--- config.mk ---
export PLATFORM = sky130hd
export DESIGN_NAME = poscalc_ds_flat
export DESIGN_NICKNAME = d
export VERILOG_FILES = /design/src/rtl/poscalc_ds_if.sv /design/src/rtl/poscalc_ds.sv /design/src/flat_wrapper.sv
export SDC_FILE = /design/constraint.sdc
export NUM_CORES = 1
export LEC_CHECK = 0
export CAP_MARGIN = 10
export CORE_UTILIZATION = 53
export CTS_CLUSTER_SIZE = 14
export DETAILED_ROUTE_END_ITERATION = 6
export GPL_ROUTABILITY_DRIVEN = 0
export GPL_TIMING_DRIVEN = 0
export PLACE_DENSITY = 0.7
export SLEW_MARGIN = 0
export SYNTH_ARGS = -nofsm -noshare
export SYNTH_HDL_FRONTEND = slang
export SYNTH_SLANG_ARGS = --single-unit
--- constraint.sdc ---
create_clock -name clk_i -period 8.2 [get_ports clk_i]
set_clock_uncertainty 0.05 [all_clocks]
set_input_delay 2.05 -clock clk_i [delete_from_list [all_inputs] [get_ports clk_i]]
set_output_delay 2.05 -clock clk_i [all_outputs]
set_load 0.05 [all_outputs]
--- src/rtl/poscalc_ds_if.sv ---
// poscalc_ds_if: amplitude-in / position-out bus of the delta-over-sum calculator.
interface poscalc_ds_if #(
    parameter int DATAIN_WIDTH  = 16,
    parameter int DATAOUT_WIDTH = 16
);
    logic [DATAIN_WIDTH-1:0]         data_a_i;
    logic [DATAIN_WIDTH-1:0]         data_b_i;
    logic [DATAIN_WIDTH-1:0]         data_c_i;
    logic [DATAIN_WIDTH-1:0]         data_d_i;
    logic                            val_i;
    logic                            ready_o;
    logic signed [DATAOUT_WIDTH-1:0] data_x_o;
    logic signed [DATAOUT_WIDTH-1:0] data_y_o;
    logic [DATAIN_WIDTH+1:0]         data_sum_o;
    logic                            val_o;
    logic                            div0_o;
    logic                            ovf_o;

    modport master (
        output data_a_i, data_b_i, data_c_i, data_d_i, val_i,
        input  ready_o, data_x_o, data_y_o, data_sum_o, val_o, div0_o, ovf_o
    );

    modport slave (
        input  data_a_i, data_b_i, data_c_i, data_d_i, val_i,
        output ready_o, data_x_o, data_y_o, data_sum_o, val_o, div0_o, ovf_o
    );
endinterface

--- src/rtl/poscalc_ds.sv ---
// poscalc_ds: X/Y beam position as (delta/sum) in Q1.F via parallel restoring division.
module poscalc_ds #(
    parameter int DATAIN_WIDTH  = 16,
    parameter int DATAOUT_WIDTH = 16
) (
    input logic         clk_i,
    input logic         rst_n_i,
    poscalc_ds_if.slave bus
);
    localparam int W  = DATAIN_WIDTH;
    localparam int SW = W + 2;
    localparam int DW = W + 3;
    localparam int F  = DATAOUT_WIDTH - 1;
    localparam int CW = $clog2(F + 1);

    typedef enum logic [1:0] {IDLE, LOAD, DIV, OUT} state_t;

    state_t                   state;
    logic [W-1:0]             a_q, b_q, c_q, d_q;
    logic [SW-1:0]            sum_q;
    logic [DW-1:0]            rx_q, ry_q;
    logic [F-1:0]             qx_q, qy_q;
    logic                     neg_x_q, neg_y_q, sat_x_q, sat_y_q;
    logic [CW-1:0]            cnt_q;
    logic [SW-1:0]            sum_c, mag_x_c, mag_y_c;
    logic signed [DW-1:0]     dx_c, dy_c;
    logic [DW-1:0]            rx2_c, ry2_c;
    logic                     ge_x_c, ge_y_c;
    logic [F-1:0]             fx_c, fy_c;
    logic [DATAOUT_WIDTH-1:0] ox_c, oy_c;

    always_comb begin
        sum_c   = SW'(a_q) + SW'(b_q) + SW'(c_q) + SW'(d_q);
        dx_c    = $signed(DW'(a_q) + DW'(d_q) - DW'(b_q) - DW'(c_q));
        dy_c    = $signed(DW'(a_q) + DW'(b_q) - DW'(c_q) - DW'(d_q));
        mag_x_c = SW'(dx_c[DW-1] ? -dx_c : dx_c);
        mag_y_c = SW'(dy_c[DW-1] ? -dy_c : dy_c);
        rx2_c   = rx_q << 1;
        ry2_c   = ry_q << 1;
        ge_x_c  = rx2_c >= DW'(sum_q);
        ge_y_c  = ry2_c >= DW'(sum_q);
        // a zero sum forces zero position, ahead of the |delta|>=sum saturation it also triggers
        fx_c    = sum_q == '0 ? '0 : sat_x_q ? '1 : qx_q;
        fy_c    = sum_q == '0 ? '0 : sat_y_q ? '1 : qy_q;
        ox_c    = {1'b0, fx_c};
        oy_c    = {1'b0, fy_c};
    end

    always_ff @(posedge clk_i) begin
        if (!rst_n_i) begin
            state          <= IDLE;
            bus.ready_o    <= 1'b1;
            bus.val_o      <= 1'b0;
            bus.data_x_o   <= '0;
            bus.data_y_o   <= '0;
            bus.data_sum_o <= '0;
            bus.div0_o     <= 1'b0;
            bus.ovf_o      <= 1'b0;
        end else begin
            bus.val_o <= 1'b0;
            if (bus.val_i && !bus.ready_o)
                bus.ovf_o <= 1'b1;
            case (state)
                IDLE: if (bus.val_i) begin
                    a_q         <= bus.data_a_i;
                    b_q         <= bus.data_b_i;
                    c_q         <= bus.data_c_i;
                    d_q         <= bus.data_d_i;
                    bus.ready_o <= 1'b0;
                    state       <= LOAD;
                end
                LOAD: begin
                    sum_q   <= sum_c;
                    rx_q    <= DW'(mag_x_c);
                    ry_q    <= DW'(mag_y_c);
                    neg_x_q <= dx_c[DW-1];
                    neg_y_q <= dy_c[DW-1];
                    sat_x_q <= mag_x_c >= sum_c;
                    sat_y_q <= mag_y_c >= sum_c;
                    cnt_q   <= '0;
                    state   <= DIV;
                end
                DIV: begin
                    rx_q  <= ge_x_c ? rx2_c - DW'(sum_q) : rx2_c;
                    ry_q  <= ge_y_c ? ry2_c - DW'(sum_q) : ry2_c;
                    qx_q  <= {qx_q[F-2:0], ge_x_c};
                    qy_q  <= {qy_q[F-2:0], ge_y_c};
                    cnt_q <= cnt_q + 1'b1;
                    if (cnt_q == CW'(F - 1))
                        state <= OUT;
                end
                OUT: begin
                    bus.data_x_o   <= neg_x_q ? -ox_c : ox_c;
                    bus.data_y_o   <= neg_y_q ? -oy_c : oy_c;
                    bus.data_sum_o <= sum_q;
                    bus.div0_o     <= sum_q == '0;
                    bus.val_o      <= 1'b1;
                    bus.ready_o    <= 1'b1;
                    state          <= IDLE;
                end
                default: state <= IDLE;
            endcase
        end
    end
endmodule

--- src/flat_wrapper.sv ---
// flat-port wrapper written by rule: the top's interface ports become plain ports
module poscalc_ds_flat 
#(
    parameter int DATAIN_WIDTH  = 16,
    parameter int DATAOUT_WIDTH = 16
)
  (clk_i, rst_n_i, bus_data_a_i, bus_data_b_i, bus_data_c_i, bus_data_d_i, bus_val_i, bus_ready_o, bus_data_x_o, bus_data_y_o, bus_data_sum_o, bus_val_o, bus_div0_o, bus_ovf_o);
  poscalc_ds_if #(.DATAIN_WIDTH(DATAIN_WIDTH), .DATAOUT_WIDTH(DATAOUT_WIDTH)) bus_i ();
  input logic clk_i;
  input logic rst_n_i;
  input wire logic [$bits(bus_i.data_a_i)-1:0] bus_data_a_i;
  input wire logic [$bits(bus_i.data_b_i)-1:0] bus_data_b_i;
  input wire logic [$bits(bus_i.data_c_i)-1:0] bus_data_c_i;
  input wire logic [$bits(bus_i.data_d_i)-1:0] bus_data_d_i;
  input wire logic [$bits(bus_i.val_i)-1:0] bus_val_i;
  output wire logic [$bits(bus_i.ready_o)-1:0] bus_ready_o;
  output wire logic [$bits(bus_i.data_x_o)-1:0] bus_data_x_o;
  output wire logic [$bits(bus_i.data_y_o)-1:0] bus_data_y_o;
  output wire logic [$bits(bus_i.data_sum_o)-1:0] bus_data_sum_o;
  output wire logic [$bits(bus_i.val_o)-1:0] bus_val_o;
  output wire logic [$bits(bus_i.div0_o)-1:0] bus_div0_o;
  output wire logic [$bits(bus_i.ovf_o)-1:0] bus_ovf_o;
  assign bus_i.data_a_i = bus_data_a_i;
  assign bus_i.data_b_i = bus_data_b_i;
  assign bus_i.data_c_i = bus_data_c_i;
  assign bus_i.data_d_i = bus_data_d_i;
  assign bus_i.val_i = bus_val_i;
  assign bus_ready_o = bus_i.ready_o;
  assign bus_data_x_o = bus_i.data_x_o;
  assign bus_data_y_o = bus_i.data_y_o;
  assign bus_data_sum_o = bus_i.data_sum_o;
  assign bus_val_o = bus_i.val_o;
  assign bus_div0_o = bus_i.div0_o;
  assign bus_ovf_o = bus_i.ovf_o;
  poscalc_ds #(.DATAIN_WIDTH(DATAIN_WIDTH), .DATAOUT_WIDTH(DATAOUT_WIDTH)) u_core (.clk_i(clk_i), .rst_n_i(rst_n_i), .bus(bus_i));
endmodule
==> impl_results.md <==
- Simple-gate share of the synthesized area: 14.8%
- WP data arrival: 7.95 ns
- Worst path required time: 8.46 ns
- Placed cell area: 18700 um^2
- Async SR Flop Fraction: 0%
- Reg clk slew, reported paths: 0.06 ns
- Post-synthesis adder-cell area fraction: 18.3%
- Final worst path period share: 93.8%
- Share of cells above drive strength 1: 5.00%
- Critical path startpoint category: flop
- Die ar.: 32700 um^2
- Maxcap violations: 0
- Top post-synthesis cells by area: edfxtp_1, ha_1, dfxtp_1, fa_1, xnor2_1
- CP max FO: 10
- Avg WL per Cell: 18.1 um
- CTS tree: built
- Status: finished clean
- Number of distinct library cells after synthesis: 84
- Xor/xnor share of the synthesized area: 6.09%
- HPWL Detailed: 33.9 mm
- Syn_nets: 2076
- DRT Pass-1 Iters: 6
- Core Rows: 65
- Vias per inst: 5.94
- Via Count: 14.0k
- Final hold viol count: 0
- CP most frequent cell: a21o_1
- Minimum clock period: 7.69 ns
- CP peak stage delay: 0.52 ns
- Mapped Area: 17000 um^2
- Mux contribution to synthesized area: 3.13%
- Clk root buf: clkbuf_16
- Most used DFF post-synth: edfxtp_1
- Initial antenna violation count: 0
- Final TNS setup: 0 ns
- H-tree levels: 1
- Ports: 121
- DRT iter0 DRCs: 1090
- Slew Viols, Final: 0
- Syn-to-layout area delta: 15.0%
- CTS Buf Count: 25
- Hold Crit Class: reg2reg
- Die span in y: 181 um
- Mapped Cells: 1792
- Worst hold slack: 0.420 ns
- First-pass GRT wire length: 68.6 mm
- Max Root-Sink Buffers: 3
- Yosys warnings: 0
- EDFF count, synth: 156
- Critical Path Slowest Stage Cell: fa_1
- Initial Util: 53.8%
- Most frequent cells in the layout: ha_1, nor2_1, edfxtp_1, inv_1, a21oi_1
- Commonest non-fill, non-tap cell in the layout: ha_1
- CP delay by family, top: compound AO/OA/AOI/OAI gates
- Finish-stage setup viols: 0
- Final wirelength: 42.8 mm
- Synth top area share: 27.6%
- Largest family of logic cells by synthesized area: compound AO/OA/AOI/OAI gates
- Antenna diodes: 0
- Vias in the first global route: 13.6k
- Buffers & Inverters on Critical Path: 2
- Unrepaired setup endpoints after global routing: no
- # DRC: 0
- Max frequency: 0.130 GHz
- PortBufs: 119
- Setup crit end kind: flop
- Overall global routing resource usage: 26.1%
- Fin area: 19500 um^2
- Nets: 2224
- Slew Limit Headroom: 28.6%
- Gr ovfl total: 0
- Fill cell count: 2651
- Worst-Margin Slew: 1.04 ns
- Crit path kind: reg2reg
- Area leader, netlist: edfxtp_1
- Post-synthesis compound-gate area fraction: 18.7%
- DIE WIDTH: 181 um
- FF+latch count, synth: 212
- Post-synthesis sequential area ratio: 34.2%
- Worst skew pair latency: 0.56 ns
- Core ar.: 31600 um^2
- Largest net degree at the start of global routing: 41
- Clock sinks: 212
- Synthesized area per cell: 9.47 um^2
- Remaining antenna violation count after routing: 0
- # Post-CTS Setup Buffers: 0
==> synthesized netlist by cell type, types with 7 or more instances <==
cell type and count:
mux2_2 17, xnor2_1 81, and2_1 8, nor4_1 18, edfxtp_1 156, or4_1 10
nor2b_1 23, a21oi_1 126, o221ai_1 9, nand2_1 108, a31oi_1 17, inv_1 152
o31ai_1 11, o21ai_0 100, o21bai_1 9, xor2_1 37, mux2i_1 34, dfxtp_1 56
a211oi_1 28, and3_1 20, nand3_1 32, or3_1 19, nor2_1 160, nand4_1 18
a2111oi_0 9, clkbuf_1 45, o21a_1 29, a21o_1 46, ha_1 164, nor3_1 31
or2_2 7, fa_1 53, nand2b_1 21, o31a_1 7, o211ai_1 20
==> worst reg2reg max path: cells and delay by family, from the launching register on <==
kind            cells  cell delay (ns)
compound gates     21             4.55
simple gates        1             0.08
fa+ha+maj           4             1.45
xor+xnor            1             0.28
buf+inv             2             0.60
flops               1             0.45
==> final cells by class <==
type | instances | area [um^2] | share of cell area, %
multi-input cells | 1372 | 10400 | 53.2
flip-flops and latches | 212 | 5810 | 29.8
repair buffers | 121 | 1230 | 6.28
clock buffers | 34 | 722 | 3.70
inverters | 154 | 578 | 2.96
well taps | 402 | 503 | 2.58
plain buffers | 54 | 211 | 1.08
clock inverters | 12 | 85.1 | 0.436
==> per-stage QoR <==
| step | util, % | std cells | setup WS, ns |
|---|---|---|---|
| after floorplan | - | 1792 | 1.88 |
| after global placement | 59.1 | 2313 | 0.547 |
| after detailed placement | 59.3 | 2315 | 0.257 |
| after CTS | 61.8 | 2361 | 0.226 |
| after global routing | 61.8 | 2361 | 0.0719 |
| final | 61.8 | 2361 | 0.507 |
==> flip-flops by register name (all words and copies together) (netlist names), 2 cells and up <==
signal and cells:
u_core.qy_q 15, u_core.rx_q 18, u_core.ry_q 18, u_core.bus.data_sum_o 18, u_core.a_q 16, u_core.c_q 16, u_core.qx_q 15, u_core.b_q 16
u_core.state 2, u_core.bus.data_y_o 16, u_core.d_q 16, u_core.bus.data_x_o 16, u_core.sum_q 18, u_core.cnt_q 4
==> routing by layer <==
metal,global-route usage (%),up-vias,wire length (um)
met1,35.6,6661,19600
met5,0,-,0
met2,43.4,446,19700
met4,8.17,0,1250
met3,2.84,79,2220
li1,-,6847,-
==> kinds of logic after synthesis <==
family | Yosys count
xor+xnor | 118
simple gates | 504
compound gates | 482
mux | 51
buf+inv | 208
flops | 212
fa+ha+maj | 217
==> worst paths after layout <==
kind / start / to / slack, ns / depth (start not counted)
worst min-delay path: u_core.bus.data_y_o[9] / u_core.bus.data_y_o[9] / 0.42 / 2
worst max register to register: u_core.b_q[1] / u_core.sat_y_q / 0.51 / 29
worst min register to register: u_core.bus.data_y_o[9] / u_core.bus.data_y_o[9] / 0.42 / 2
worst max-delay path: u_core.b_q[1] / u_core.sat_y_q / 0.51 / 29
==> timing repair <==
| action | CTS | global route |
|---|---|---|
| hold buffers | 0 | 0 |
| endpoints found under the setup margin | 0 | 1 |
| resized for setup | 0 | 3 |
| endpoints found under the hold margin | 0 | 0 |
Power is not shown: default switching activity piles up to over one toggle a cycle in this logic, so the estimate is an artifact.
